[src/rtl/ram_port_ctrl.sv]
// Generic first-word-fall-through FIFO with circular pointers wrapping at DEPTH.
// Latency: a pushed word is visible at the head the cycle after the push edge.
// Backpressure: a push is taken only if not full or popped in the same cycle; pop needs head_vld.
module fifo #(
    parameter int WIDTH = 8,
    parameter int DEPTH = 4,
    parameter int CNT_W = $clog2(DEPTH + 1)
) (
    input  logic             clk,
    input  logic             rst_n,
    input  logic             push_vld,
    input  logic [WIDTH-1:0] push_dat,
    output logic             head_vld,
    input  logic             pop_rdy,
    output logic [WIDTH-1:0] head_dat,
    output logic [CNT_W-1:0] cnt
);
    localparam int PW = (DEPTH > 1) ? $clog2(DEPTH) : 1;
    localparam logic [PW-1:0]    LAST     = PW'(DEPTH - 1);
    localparam logic [CNT_W-1:0] FULL_CNT = CNT_W'(DEPTH);

    logic [WIDTH-1:0] mem [DEPTH];
    logic [PW-1:0]    wr_ptr;
    logic [PW-1:0]    rd_ptr;
    logic             full;
    logic             do_push;
    logic             do_pop;

    assign head_vld = (cnt != '0);
    assign full     = (cnt == FULL_CNT);
    assign do_pop   = head_vld & pop_rdy;
    assign do_push  = push_vld & (~full | do_pop);
    assign head_dat = head_vld ? mem[rd_ptr] : '0;

    always_ff @(posedge clk or negedge rst_n) begin
        if (!rst_n) begin
            for (int i = 0; i < DEPTH; i++) begin
                mem[i] <= '0;
            end
            wr_ptr <= '0;
            rd_ptr <= '0;
            cnt    <= '0;
        end else begin
            if (do_push) begin
                mem[wr_ptr] <= push_dat;
                wr_ptr      <= (wr_ptr == LAST) ? '0 : wr_ptr + 1'b1;
            end
            if (do_pop) begin
                rd_ptr <= (rd_ptr == LAST) ? '0 : rd_ptr + 1'b1;
            end
            case ({do_push, do_pop})
                2'b10:   cnt <= cnt + 1'b1;
                2'b01:   cnt <= cnt - 1'b1;
                default: ;
            endcase
        end
    end
endmodule

// Request/response front end for one latency-RAM port; in-order read returns via a FIFO.
// Latency: RAM signals are combinational from the request; read data surfaces READ_LATENCY+1 cycles after accept.
// Backpressure: writes always accepted; reads need a response credit and no pending write to the same address.
module ram_port_ctrl #(
    parameter int DATA_WIDTH    = 8,
    parameter int ADDRESS_WIDTH = 3,
    parameter int READ_LATENCY  = 1,
    parameter int WRITE_LATENCY = 1,
    parameter int RSP_DEPTH     = 4
) (
    input  logic                     clk,
    input  logic                     rst_n,
    input  logic                     req_valid,
    output logic                     req_ready,
    input  logic                     req_we,
    input  logic [ADDRESS_WIDTH-1:0] req_addr,
    input  logic [DATA_WIDTH-1:0]    req_wdata,
    output logic                     ram_en,
    output logic                     ram_we,
    output logic [ADDRESS_WIDTH-1:0] ram_addr,
    output logic [DATA_WIDTH-1:0]    ram_din,
    input  logic [DATA_WIDTH-1:0]    ram_dout,
    output logic                     rsp_valid,
    input  logic                     rsp_ready,
    output logic [DATA_WIDTH-1:0]    rsp_rdata,
    output logic                     busy,
    output logic                     hazard_stall
);
    localparam int CW = $clog2(RSP_DEPTH + 1);
    localparam logic [CW:0] CREDIT_MAX = (CW + 1)'(RSP_DEPTH);

    typedef struct packed {
        logic                     vld;
        logic [ADDRESS_WIDTH-1:0] addr;
    } wr_ent_t;

    logic                    accept;
    logic                    rd_accept;
    logic                    wr_accept;
    logic                    rd_hazard;
    logic                    credit_ok;
    logic                    rsp_push;
    logic [READ_LATENCY-1:0] rd_pipe;
    logic [CW-1:0]           rd_inflight;
    logic [CW-1:0]           fifo_cnt;

    // Credit uses registered counts only, so a pop frees its slot one cycle later.
    assign credit_ok = (({1'b0, rd_inflight} + {1'b0, fifo_cnt}) < CREDIT_MAX);
    assign req_ready = rst_n & (req_we | (credit_ok & ~rd_hazard));
    assign accept    = req_valid & req_ready;
    assign rd_accept = accept & ~req_we;
    assign wr_accept = accept & req_we;

    assign ram_en   = accept;
    assign ram_we   = wr_accept;
    assign ram_addr = req_addr;
    assign ram_din  = req_wdata;

    assign hazard_stall = rst_n & req_valid & ~req_we & rd_hazard;
    assign rsp_push     = rd_pipe[READ_LATENCY-1];
    assign busy         = (rd_inflight != '0) | (fifo_cnt != '0);

    always_ff @(posedge clk or negedge rst_n) begin
        if (!rst_n) begin
            rd_pipe     <= '0;
            rd_inflight <= '0;
        end else begin
            rd_pipe[0] <= rd_accept;
            for (int i = 1; i < READ_LATENCY; i++) begin
                rd_pipe[i] <= rd_pipe[i-1];
            end
            case ({rd_accept, rsp_push})
                2'b10:   rd_inflight <= rd_inflight + 1'b1;
                2'b01:   rd_inflight <= rd_inflight - 1'b1;
                default: ;
            endcase
        end
    end

    // Writes still travelling through the RAM's write pipeline block reads to the same address.
    if (WRITE_LATENCY > 1) begin : g_wr_pipe
        localparam int WD = WRITE_LATENCY - 1;
        wr_ent_t wr_pipe [WD];

        always_ff @(posedge clk or negedge rst_n) begin
            if (!rst_n) begin
                for (int i = 0; i < WD; i++) begin
                    wr_pipe[i] <= '0;
                end
            end else begin
                wr_pipe[0].vld  <= wr_accept;
                wr_pipe[0].addr <= req_addr;
                for (int i = 1; i < WD; i++) begin
                    wr_pipe[i] <= wr_pipe[i-1];
                end
            end
        end

        always_comb begin
            rd_hazard = 1'b0;
            for (int i = 0; i < WD; i++) begin
                if (wr_pipe[i].vld && (wr_pipe[i].addr == req_addr)) begin
                    rd_hazard = 1'b1;
                end
            end
        end
    end else begin : g_no_wr_pipe
        assign rd_hazard = 1'b0;
    end

    fifo #(
        .WIDTH (DATA_WIDTH),
        .DEPTH (RSP_DEPTH),
        .CNT_W (CW)
    ) u_rsp_fifo (
        .clk      (clk),
        .rst_n    (rst_n),
        .push_vld (rsp_push),
        .push_dat (ram_dout),
        .head_vld (rsp_valid),
        .pop_rdy  (rsp_ready),
        .head_dat (rsp_rdata),
        .cnt      (fifo_cnt)
    );
endmodule
[config.mk]
export PLATFORM = sky130hd
export DESIGN_NAME = ram_port_ctrl
export DESIGN_NICKNAME = d
export VERILOG_FILES = /design/src/rtl/ram_port_ctrl.sv
export SDC_FILE = /design/constraint.sdc
export NUM_CORES = 1
export LEC_CHECK = 0
export ABC_AREA = 0
export BUFFER_PORTS_ARGS = -buffer_cell sky130_fd_sc_hd__buf_2
export CAP_MARGIN = 30
export CELL_PAD_IN_SITES_DETAIL_PLACEMENT = 1
export CELL_PAD_IN_SITES_GLOBAL_PLACEMENT = 1
export CORE_ASPECT_RATIO = 0.6
export CORE_MARGIN = 2
export CORE_UTILIZATION = 46
export CTS_CLUSTER_DIAMETER = 50
export CTS_CLUSTER_SIZE = 14
export DETAILED_ROUTE_END_ITERATION = 6
export PLACE_DENSITY = 0.85
export SYNTH_ARGS = -nofsm -noshare
export SYNTH_HDL_FRONTEND = slang
export SYNTH_SLANG_ARGS = --single-unit
[constraint.sdc]
create_clock -name clk -period 3.8 [get_ports clk]
set_clock_uncertainty 0.1 [all_clocks]
set_input_delay 0.38 -clock clk [delete_from_list [all_inputs] [get_ports clk]]
set_output_delay 0.38 -clock clk [all_outputs]
set_load 0.005 [all_outputs]
==> flow_metrics.tcl <==
set metrics [dict create \
    worstPathRequired_ps 3880 \
    syn-num-nets 202 \
    cts_resized 0 \
    synth_edf_count 0 \
    crit_path_start "rd_inflight[2]$_DFFE_PN0P_" \
    drt_iter0_markers 83 \
    worstSetupPathType "flop to flop" \
    drv_cap 0 \
    slew_violations 0 \
    synth_top_area_share_pct 48.3 \
    startpoint_type "flop" \
    worst_pin_slew_ps 661 \
    grt_pass1_wl_um 7870 \
    grt_use_total_pct 20.0 \
    power.leakage_nw 1.09 \
    cts_buffers 5 \
    cts_root_buffer "clkbuf_8" \
    ys_seq_elements 43 \
    slowest_delay_ps 420 \
    synthToLayoutAreaGrowth_pct 10.2 \
    dieArea_mm2 0.00544 \
    dr.pass1.iters 4 \
    io_pins 49 \
    drive_above_1_share_pct 43.5 \
    status "complete, no violations" \
    path_max_fanout 3 \
    gr-total-overflow 0 \
    min_period_over_period_pct 68.1 \
    ctsLongestPathBuffers 2 \
    antenna_cells 0 \
    wl_um 4720 \
    clock_latency_ps 290 \
    cts_tree "built" \
    synth_ff_type "dfrtp_1" \
    worstHoldPathType "primary input to asynchronous set/reset pin" \
    endpoint_kind "flop" \
    synth-seq-area-share_pct 48.3 \
    rr_startpoint "rd_inflight[2]$_DFFE_PN0P_" \
    yosysUniqueCellTypes 28 \
    finalSetupTns_ps 0 \
    hold_buffers 0 \
    wl_per_cell_um 18.9 \
    slowest_stage "dfrtp_1" \
    peakVddDrop_mv 0.310 \
    clkTransAtPathRegs_ps 90 \
    portBuffers 25 \
    core_area_mm2 0.00461 \
    drcViolationCount 0 \
    timing.fmax_mhz 386 \
    die_w_um 93.9 \
    via_per_inst 5.36 \
    syn_inst 167 \
    grt_pass1_vias 1515 \
    async_flop_share_pct 100 \
    yosysTopAreaCell "dfrtp_1" \
    max_slew_margin_pct 55.9 \
    gp_congestion 0.729 \
    crit_chain "ha_1, nor3_1, nand2_1, or3_1, ha_1, inv_1, fa_1, xor2_1, nor2_1, xor2_1" \
    avgSynthCellArea_um2 13.3 \
    rows 19 \
    yosysWarnings 0 \
    rsz0062_at_grt "no" \
    hpwl_um 3340 \
    vias 1335 \
    cts.sinks 43 \
    grt_max_degree 46 \
    postRouteAntennaNets 0 \
    postCtsSetupBuffers 0 \
    finalHoldViolCount 0 \
    htree_levels 2 \
    fin_nets 220 \
    cp_num_buf_inv 1 \
    die_h_um 57.9 \
    min_period_ps 2590 \
    powerDensity_mw_per_mm2 847 \
    syn-cell-area_mm2 0.00223 \
    antenna_found_initial 0 \
    critPathArrivalTime_ps 2670 \
    holdWs_ps 123 \
    finalSetupViolCount 0 \
    cp_top_family "simple AND/OR/NAND/NOR gates" \
    synth.area.top_cells "dfrtp_1 48%, mux2_2 17%, mux4_2 8.1%, ha_1 5.1%, buf_4 4.0%" \
    start_util_pct 48.3 \
]
per-stage QoR:
stage	cells	total power, mW	setup slack [ps]	util [%]	cell area, um^2
floorplan	167	1.45	1550	-	2230
global placement	241	1.63	1390	50.7	2340
detailed placement	241	1.73	1250	50.7	2340
CTS	249	2.11	1170	53.2	2450
global route	249	2.24	1030	53.2	2450
finish	249	2.08	1210	53.2	2450
layer usage:
metal / vias to the layer above / global-route usage [%] / wire length [um]
li1: 598 / - / -
met1: 699 / 24.9 / 2020
met2: 21 / 33.9 / 2420
met3: 17 / 5.07 / 195
met4: 0 / 8.28 / 82
met5: - / 0 / 0
layout make-up:
cell class | count | area, um^2
fillers | 495 | 2160
well taps | 63 | 78.8
clock inverters | 2 | 35.0
clock buffers | 6 | 82.6
multi-input cells | 100 | 1020
inverters | 9 | 33.8
repair buffers | 26 | 133
flip-flops and latches | 43 | 1080
final timing paths:
kind                                                   to  slack [ps]  cells past startpoint
hold reg to reg            u_rsp_fifo.mem[24]$_DFFE_PN0P_         390                      1
hold / removal             u_rsp_fifo.mem[25]$_DFFE_PN0P_         120                      2
min in group clk                        rd_pipe$_DFF_PN0_         200                      2
setup / recovery               rd_inflight[2]$_DFFE_PN0P_        1210                     10
max in group asynchronous  u_rsp_fifo.mem[26]$_DFFE_PN0P_        3090                      2
setup reg to reg               rd_inflight[2]$_DFFE_PN0P_        1210                     10
cell families after synthesis:
logic type | Yosys count | synth area share [%]
AOI/OAI and AO/OA | 2 | 0.449
buffers and inverters | 24 | 6.12
DFF | 43 | 48.3
adders and majority gates | 11 | 6.85
muxes | 45 | 26.7
xor gates and xnor gates | 6 | 2.36
other | 1 | 0.168
and+or+nand+nor | 35 | 9.04
synth_stat cells (4+ instances only):
library cell,count
dfrtp_1,43
mux2_2,34
buf_4,12
ha_1,9
inv_1,9
and2_1,8
mux4_2,8
nand2_1,8
nor2_1,5
nor2_2,4
xor2_1,4
sequential cells by signal, summed over array words and instances (netlist names):
register / flops
u_rsp_fifo.wr_ptr: 2
rd_pipe: 1
rd_inflight: 3
u_rsp_fifo.rd_ptr: 2
u_rsp_fifo.mem: 32
u_rsp_fifo.cnt: 3
where the power goes:
group	leakage (nW)	internal (mW)	switching (mW)	total, mW
clock	0.0612	0.213	0.157	0.370
combinational	0.525	0.497	0.315	0.812
sequential	0.505	0.688	0.209	0.897
cell usage in the layout, fill, tap and decap left out, drive strengths merged, types with 6 or more instances in the layout:
master  instances
and2            8
buf            26
clkbuf          6
dfrtp          43
ha              9
inv             9
mux2           36
mux4            8
nand2           8
nor2            9
(Power assumes the default switching activity.)
